## src/rtl/alu_exec_serial.sv

```systemverilog
// Execute-stage ALU: single-cycle add/logic ops, serial one-bit-per-cycle shifter
// for shifts and rotates, valid/ready handshake on both sides.
module alu_exec_serial #(
  parameter int N = 16
) (
  input  logic         clk,
  input  logic         rst,
  input  logic         in_valid,
  output logic         in_ready,
  input  logic [N-1:0] A,
  input  logic [N-1:0] B,
  input  logic [2:0]   aluOp,
  input  logic         invA,
  input  logic         invB,
  input  logic         Cin,
  input  logic         sign,
  input  logic         rorSel,
  output logic         out_valid,
  input  logic         out_ready,
  output logic [N-1:0] result,
  output logic         zero,
  output logic         ofl,
  output logic         carry
);

  localparam int CW = 4;

  typedef enum logic [1:0] {
    IDLE  = 2'd0,
    SHIFT = 2'd1,
    DONE  = 2'd2
  } state_t;

  state_t        state_r;
  logic [N-1:0]  shReg_r;
  logic [CW-1:0] cnt_r;
  logic [1:0]    opReg_r;
  logic          rorReg_r;

  logic [N-1:0]  aiS;
  logic [N-1:0]  biS;
  logic [N:0]    sumS;
  logic          signedOflS;
  logic [N-1:0]  immResultS;
  logic          immOflS;
  logic          immCarryS;
  logic [N-1:0]  shNextS;
  logic [CW-1:0] shAmtS;

  // One position of the serial shifter; op selects direction and fill.
  function automatic logic [N-1:0] shiftStep(
    input logic [N-1:0] v,
    input logic [1:0]   op,
    input logic         ror
  );
    logic [N-1:0] r;
    case (op)
      2'b00:   r = {v[N-2:0], v[N-1]};
      2'b01:   r = {v[N-2:0], 1'b0};
      2'b10:   r = ror ? {v[0], v[N-1:1]} : {v[N-1], v[N-1:1]};
      2'b11:   r = {1'b0, v[N-1:1]};
      default: r = v;
    endcase
    return r;
  endfunction

  function automatic logic isZero(input logic [N-1:0] v);
    return (v == {N{1'b0}});
  endfunction

  // Operand preparation and single-cycle datapath evaluated on the live inputs.
  always_comb begin
    aiS        = invA ? ~A : A;
    biS        = invB ? ~B : B;
    shAmtS     = B[CW-1:0];
    sumS       = {1'b0, aiS} + {1'b0, biS} + {{N{1'b0}}, Cin};
    signedOflS = (aiS[N-1] == biS[N-1]) && (sumS[N-1] != aiS[N-1]);
    immResultS = aiS;
    immOflS    = 1'b0;
    immCarryS  = 1'b0;
    case (aluOp)
      3'b100: begin
        immResultS = sumS[N-1:0];
        immCarryS  = sumS[N];
        if (sign) begin
          immOflS = signedOflS;
        end else begin
          immOflS = sumS[N];
        end
      end
      3'b101:  immResultS = aiS | biS;
      3'b110:  immResultS = aiS ^ biS;
      3'b111:  immResultS = aiS & biS;
      // Shift opcodes land here only when the amount is zero: pass Ai through.
      default: immResultS = aiS;
    endcase
  end

  // Next value of the serial shift register.
  always_comb begin
    shNextS = shiftStep(shReg_r, opReg_r, rorReg_r);
  end

  // Control FSM with registered handshake, result and flags.
  always_ff @(posedge clk) begin
    if (rst) begin
      state_r   <= IDLE;
      in_ready  <= 1'b1;
      out_valid <= 1'b0;
      result    <= {N{1'b0}};
      zero      <= 1'b0;
      ofl       <= 1'b0;
      carry     <= 1'b0;
      cnt_r     <= {CW{1'b0}};
      shReg_r   <= {N{1'b0}};
      opReg_r   <= 2'b00;
      rorReg_r  <= 1'b0;
    end else begin
      case (state_r)
        IDLE: begin
          if (in_valid) begin
            opReg_r  <= aluOp[1:0];
            rorReg_r <= rorSel;
            shReg_r  <= aiS;
            in_ready <= 1'b0;
            if (aluOp[2] || (shAmtS == {CW{1'b0}})) begin
              result    <= immResultS;
              zero      <= isZero(immResultS);
              ofl       <= immOflS;
              carry     <= immCarryS;
              out_valid <= 1'b1;
              state_r   <= DONE;
            end else begin
              cnt_r   <= shAmtS;
              state_r <= SHIFT;
            end
          end
        end
        SHIFT: begin
          shReg_r <= shNextS;
          cnt_r   <= cnt_r - {{(CW-1){1'b0}}, 1'b1};
          // Last step: publish the shifted value directly, no extra cycle.
          if (cnt_r == {{(CW-1){1'b0}}, 1'b1}) begin
            result    <= shNextS;
            zero      <= isZero(shNextS);
            ofl       <= 1'b0;
            carry     <= 1'b0;
            out_valid <= 1'b1;
            state_r   <= DONE;
          end
        end
        DONE: begin
          if (out_ready) begin
            out_valid <= 1'b0;
            in_ready  <= 1'b1;
            state_r   <= IDLE;
          end
        end
        default: begin
          state_r   <= IDLE;
          in_ready  <= 1'b1;
          out_valid <= 1'b0;
          cnt_r     <= {CW{1'b0}};
        end
      endcase
    end
  end

endmodule
```

## config.mk

```make
export PLATFORM = sky130hd
export DESIGN_NAME = alu_exec_serial
export DESIGN_NICKNAME = d
export VERILOG_FILES = /design/src/rtl/alu_exec_serial.sv
export SDC_FILE = /design/constraint.sdc
export NUM_CORES = 1
export LEC_CHECK = 0
export ABC_AREA = 1
export BUFFER_PORTS_ARGS = -buffer_cell sky130_fd_sc_hd__buf_2
export CAP_MARGIN = 20
export CELL_PAD_IN_SITES_DETAIL_PLACEMENT = 0
export CELL_PAD_IN_SITES_GLOBAL_PLACEMENT = 1
export CORE_UTILIZATION = 41
export CTS_CLUSTER_DIAMETER = 30
export CTS_CLUSTER_SIZE = 8
export DETAILED_ROUTE_END_ITERATION = 12
export PLACE_DENSITY = 0.87
export REMOVE_ABC_BUFFERS = 1
export SKIP_LAST_GASP = 1
export SYNTH_ARGS = -nofsm -noshare
export SYNTH_HDL_FRONTEND = slang
export SYNTH_SLANG_ARGS = --single-unit
```

## constraint.sdc

```tcl
create_clock -name clk -period 4.2 [get_ports clk]
set_clock_uncertainty 0.1 [all_clocks]
set_input_delay 0.63 -clock clk [delete_from_list [all_inputs] [get_ports clk]]
set_output_delay 0.63 -clock clk [all_outputs]
set_load 0.01 [all_outputs]
```

==> run_results.csv <==
group,metric,value,unit
yosys,synth_top_area_cell,"dfxtp_1",
power_and_ir_drop,powerDensity,422,nW/µm²
yosys,yosys-top-cells-area,"dfxtp_1 (21%), nand2_1 (13%), ha_1 (9.6%)",
final_layout,seq_area,921,µm²
yosys,seq_area_frac_synth,0.208,
cts,cts-root-buf,"clkbuf_8",
cts,ctsResizeCount,0,
floorplan,start_util,0.425,
global_route,grt_pass1_wl,22200,µm
yosys,yosysMostFrequentCell,"nand2_1",
route,wl_per_cell,15.1,µm
sta,tns,0,ps
power_and_ir_drop,combPwrFrac,0.534,
yosys,syn-cell-area,4430,µm²
global_route,grt_max_degree,32,
power_and_ir_drop,ir_drop,0.000251,V
final_layout,area_growth,11.2,%
final_layout,fill_cells,1153,
floorplan,core.rowCount,37,
setup_path,r2r_slack,1780,ps
setup_path,start_kind,"input port",
placed_design,dp_hpwl,10600,µm
power_and_ir_drop,p_switching,957,µW
sta,finalCritPeriodShare,0.779,
cts,htreeDepth,2,
power_and_ir_drop,swShare,0.461,
global_route,antenna_found_initial,0,
yosys,synth_area_per_cell,6.21,µm²
cts,path_clk_slew,90,ps
sta,slew_viol_final,0,
yosys,synth_common_cells,"nand2_1 (153), inv_1 (103), nor2_1 (59), o21ai_0 (55), nand3_1 (52)",
yosys,ys_ff_latch,46,
floorplan,fp.dieH,106,µm
route,vias,4784,
power_and_ir_drop,power_frac_seq,0.306,
route,drcViolationCount,0,
cts,clk_latency,300,ps
hold_path,hold_class,"register to register",
sta,setup_viol,0,
power_and_ir_drop,leakage,0.00246,µW
sta,hold_viol,0,
cts,cts_buffers,5,
yosys,synth_edf_count,0,
sta,fmax,0.306,GHz
setup_path,crit_required,4340,ps
setup_path,cp_max_fo,17,
final_layout,num_antenna_cells,0,
route,vias_per_cell,5.33,
sta,slew_headroom,0.441,
status,status,"completed",
cts,cts_sinks,46,
global_route,track_usage,0.248,
power_and_ir_drop,power.internal,1120,µW
setup_path,worstSetupEndpointType,"register",
route,dr.pass1.iters,5,
power_and_ir_drop,clkPwrFrac,0.160,
yosys,synthArstFlopShare,0,
yosys,synth_top_area_share,0.208,
cts,clk_path_buf_depth,2,
route,drtIter0Drc,275,
global_route,grt_overflow,0,
flow_run,cap_violations,0,
final_layout,final_nets,840,
route,postRouteWirelength,13600,µm
power_and_ir_drop,p_total,2070,µW
route,postRouteAntennaNets,0,
setup_path,cp.arrival,3410,ps
cts,postCtsHoldBufs,0,
yosys,synth_cell_types,42,
setup_path,path_class,"input port to register",
global_route,grt_pass1_vias,4521,
cts,post_cts_buffers,0,
yosys,ys_warn_count,0,
final_layout,drive_gt1_frac,0.152,
placed_design,port_buffers,64,
sta,rsz0062_at_grt,"no",
floorplan,die_area,11200,µm²
final_layout,multiInputGateArea,2940,µm²
floorplan,io_pins,65,
sta,period_needed,3270,ps
floorplan,fp.dieW,106,µm
cts,cts_tree,"done",
yosys,synth-main-ff-cell,"dfxtp_1",
sta,worst_pin_slew,838,ps
yosys,netlist_instances,713,
floorplan,core,10400,µm²
placed_design,globalplace.congestion,0.940,
[kinds of logic (layout without fill, tap and decap cells)]
logic type               count (synthesis)  after routing  share of synthesized area
adder cells (fa/ha/maj)                 35             35                      0.101
AO/OA/AOI/OAI                          151            151                      0.193
AND/OR/NAND/NOR                        308            308                      0.308
buffers and inverters                  141            190                      0.127
multiplexers                             1              1                    0.00226
flip-flops                              46             46                      0.208
XOR/XNOR                                31             31                     0.0613
[layout by cell type, fill, tap and decap left out, types with 4 or more instances in the layout]
cell type  instances
inv_1            103
buf_2             64
buf_4              4
ha_1              34
nand3_2            5
inv_2             11
a211oi_1           8
a31oi_1           22
o22ai_1           15
or2_2              9
nand3_1           52
clkbuf_8           5
o21ai_0           55
o21ai_1            4
nand2_1          153
dfxtp_1           46
xnor2_1           29
a21oi_1           35
nand2_2           11
nor2_1            59
nor3_1             6
[metrics by stage]
step / cells / hold WS (ps) / instance area (µm²) / worst slack (ps) / utilization
3_3_place_gp: 890 / 354 / 4810 / 735 / 0.462
3_5_place_dp: 890 / 364 / 4810 / 637 / 0.462
5_1_grt: 898 / 404 / 4920 / 660 / 0.472
4_1_cts: 898 / 378 / 4920 / 953 / 0.472
6_report: 898 / 376 / 4920 / 928 / 0.472
2_1_floorplan: 686 / 339 / 4290 / 1490 / -
[layout make-up]
| class | instances | share of cell area |
|---|---|---|
| clock buffer | 5 | 0.0140 |
| clock inverter | 3 | 0.00814 |
| tap | 136 | 0.0346 |
| sequential | 46 | 0.187 |
| inverter | 114 | 0.0870 |
| multi-input combinational | 526 | 0.598 |
| timing repair buffer | 68 | 0.0712 |
[routing by layer]
metal | GRT usage | up-vias | routed length (µm)
met5 | 0 | - | 0
met4 | 0.0516 | 0 | 204
met3 | 0.0362 | 16 | 747
met2 | 0.434 | 154 | 6390
met1 | 0.323 | 2199 | 6220
li1 | - | 2415 | -
[state kept, by name, summed over array words and instances, names as in the netlist, 2 cells and up]
signal and cells:
state_r 2, opReg_r 2, result 16, cnt_r 4, shReg_r 16
[critical path, stage by stage]
cell,delay [ps]
buf_2,430
xor2_1,330
inv_1,130
fa_1,430
inv_1,70
ha_1,210
nand2_1,60
nand2_1,50
nor2_1,100
nand3_1,110
nor2_1,100
nand2_1,60
nor2_1,110
nand2_1,60
nor2_1,110
nand3_1,110
nor2_1,100
nand3_1,70
a21oi_1,120
[power by group through the flow]
stage          combinational [µW]  clock [µW]  sequential, µW
2_1_floorplan                 708           0             670
3_5_place_dp                 1100           0             643
3_3_place_gp                 1090           0             641
6_report                     1110         332             635
5_1_grt                      1250         353             648
4_1_cts                      1100         339             634
[path summary, 6_finish.rpt]
path,startpoint,to,cells after the start
max,invA,zero,19
min,shReg_r[14],shReg_r[14],2
max reg2reg,state_r[1],ofl,12
min reg2reg,shReg_r[14],shReg_r[14],2
Power figures use the tool's default switching activity.
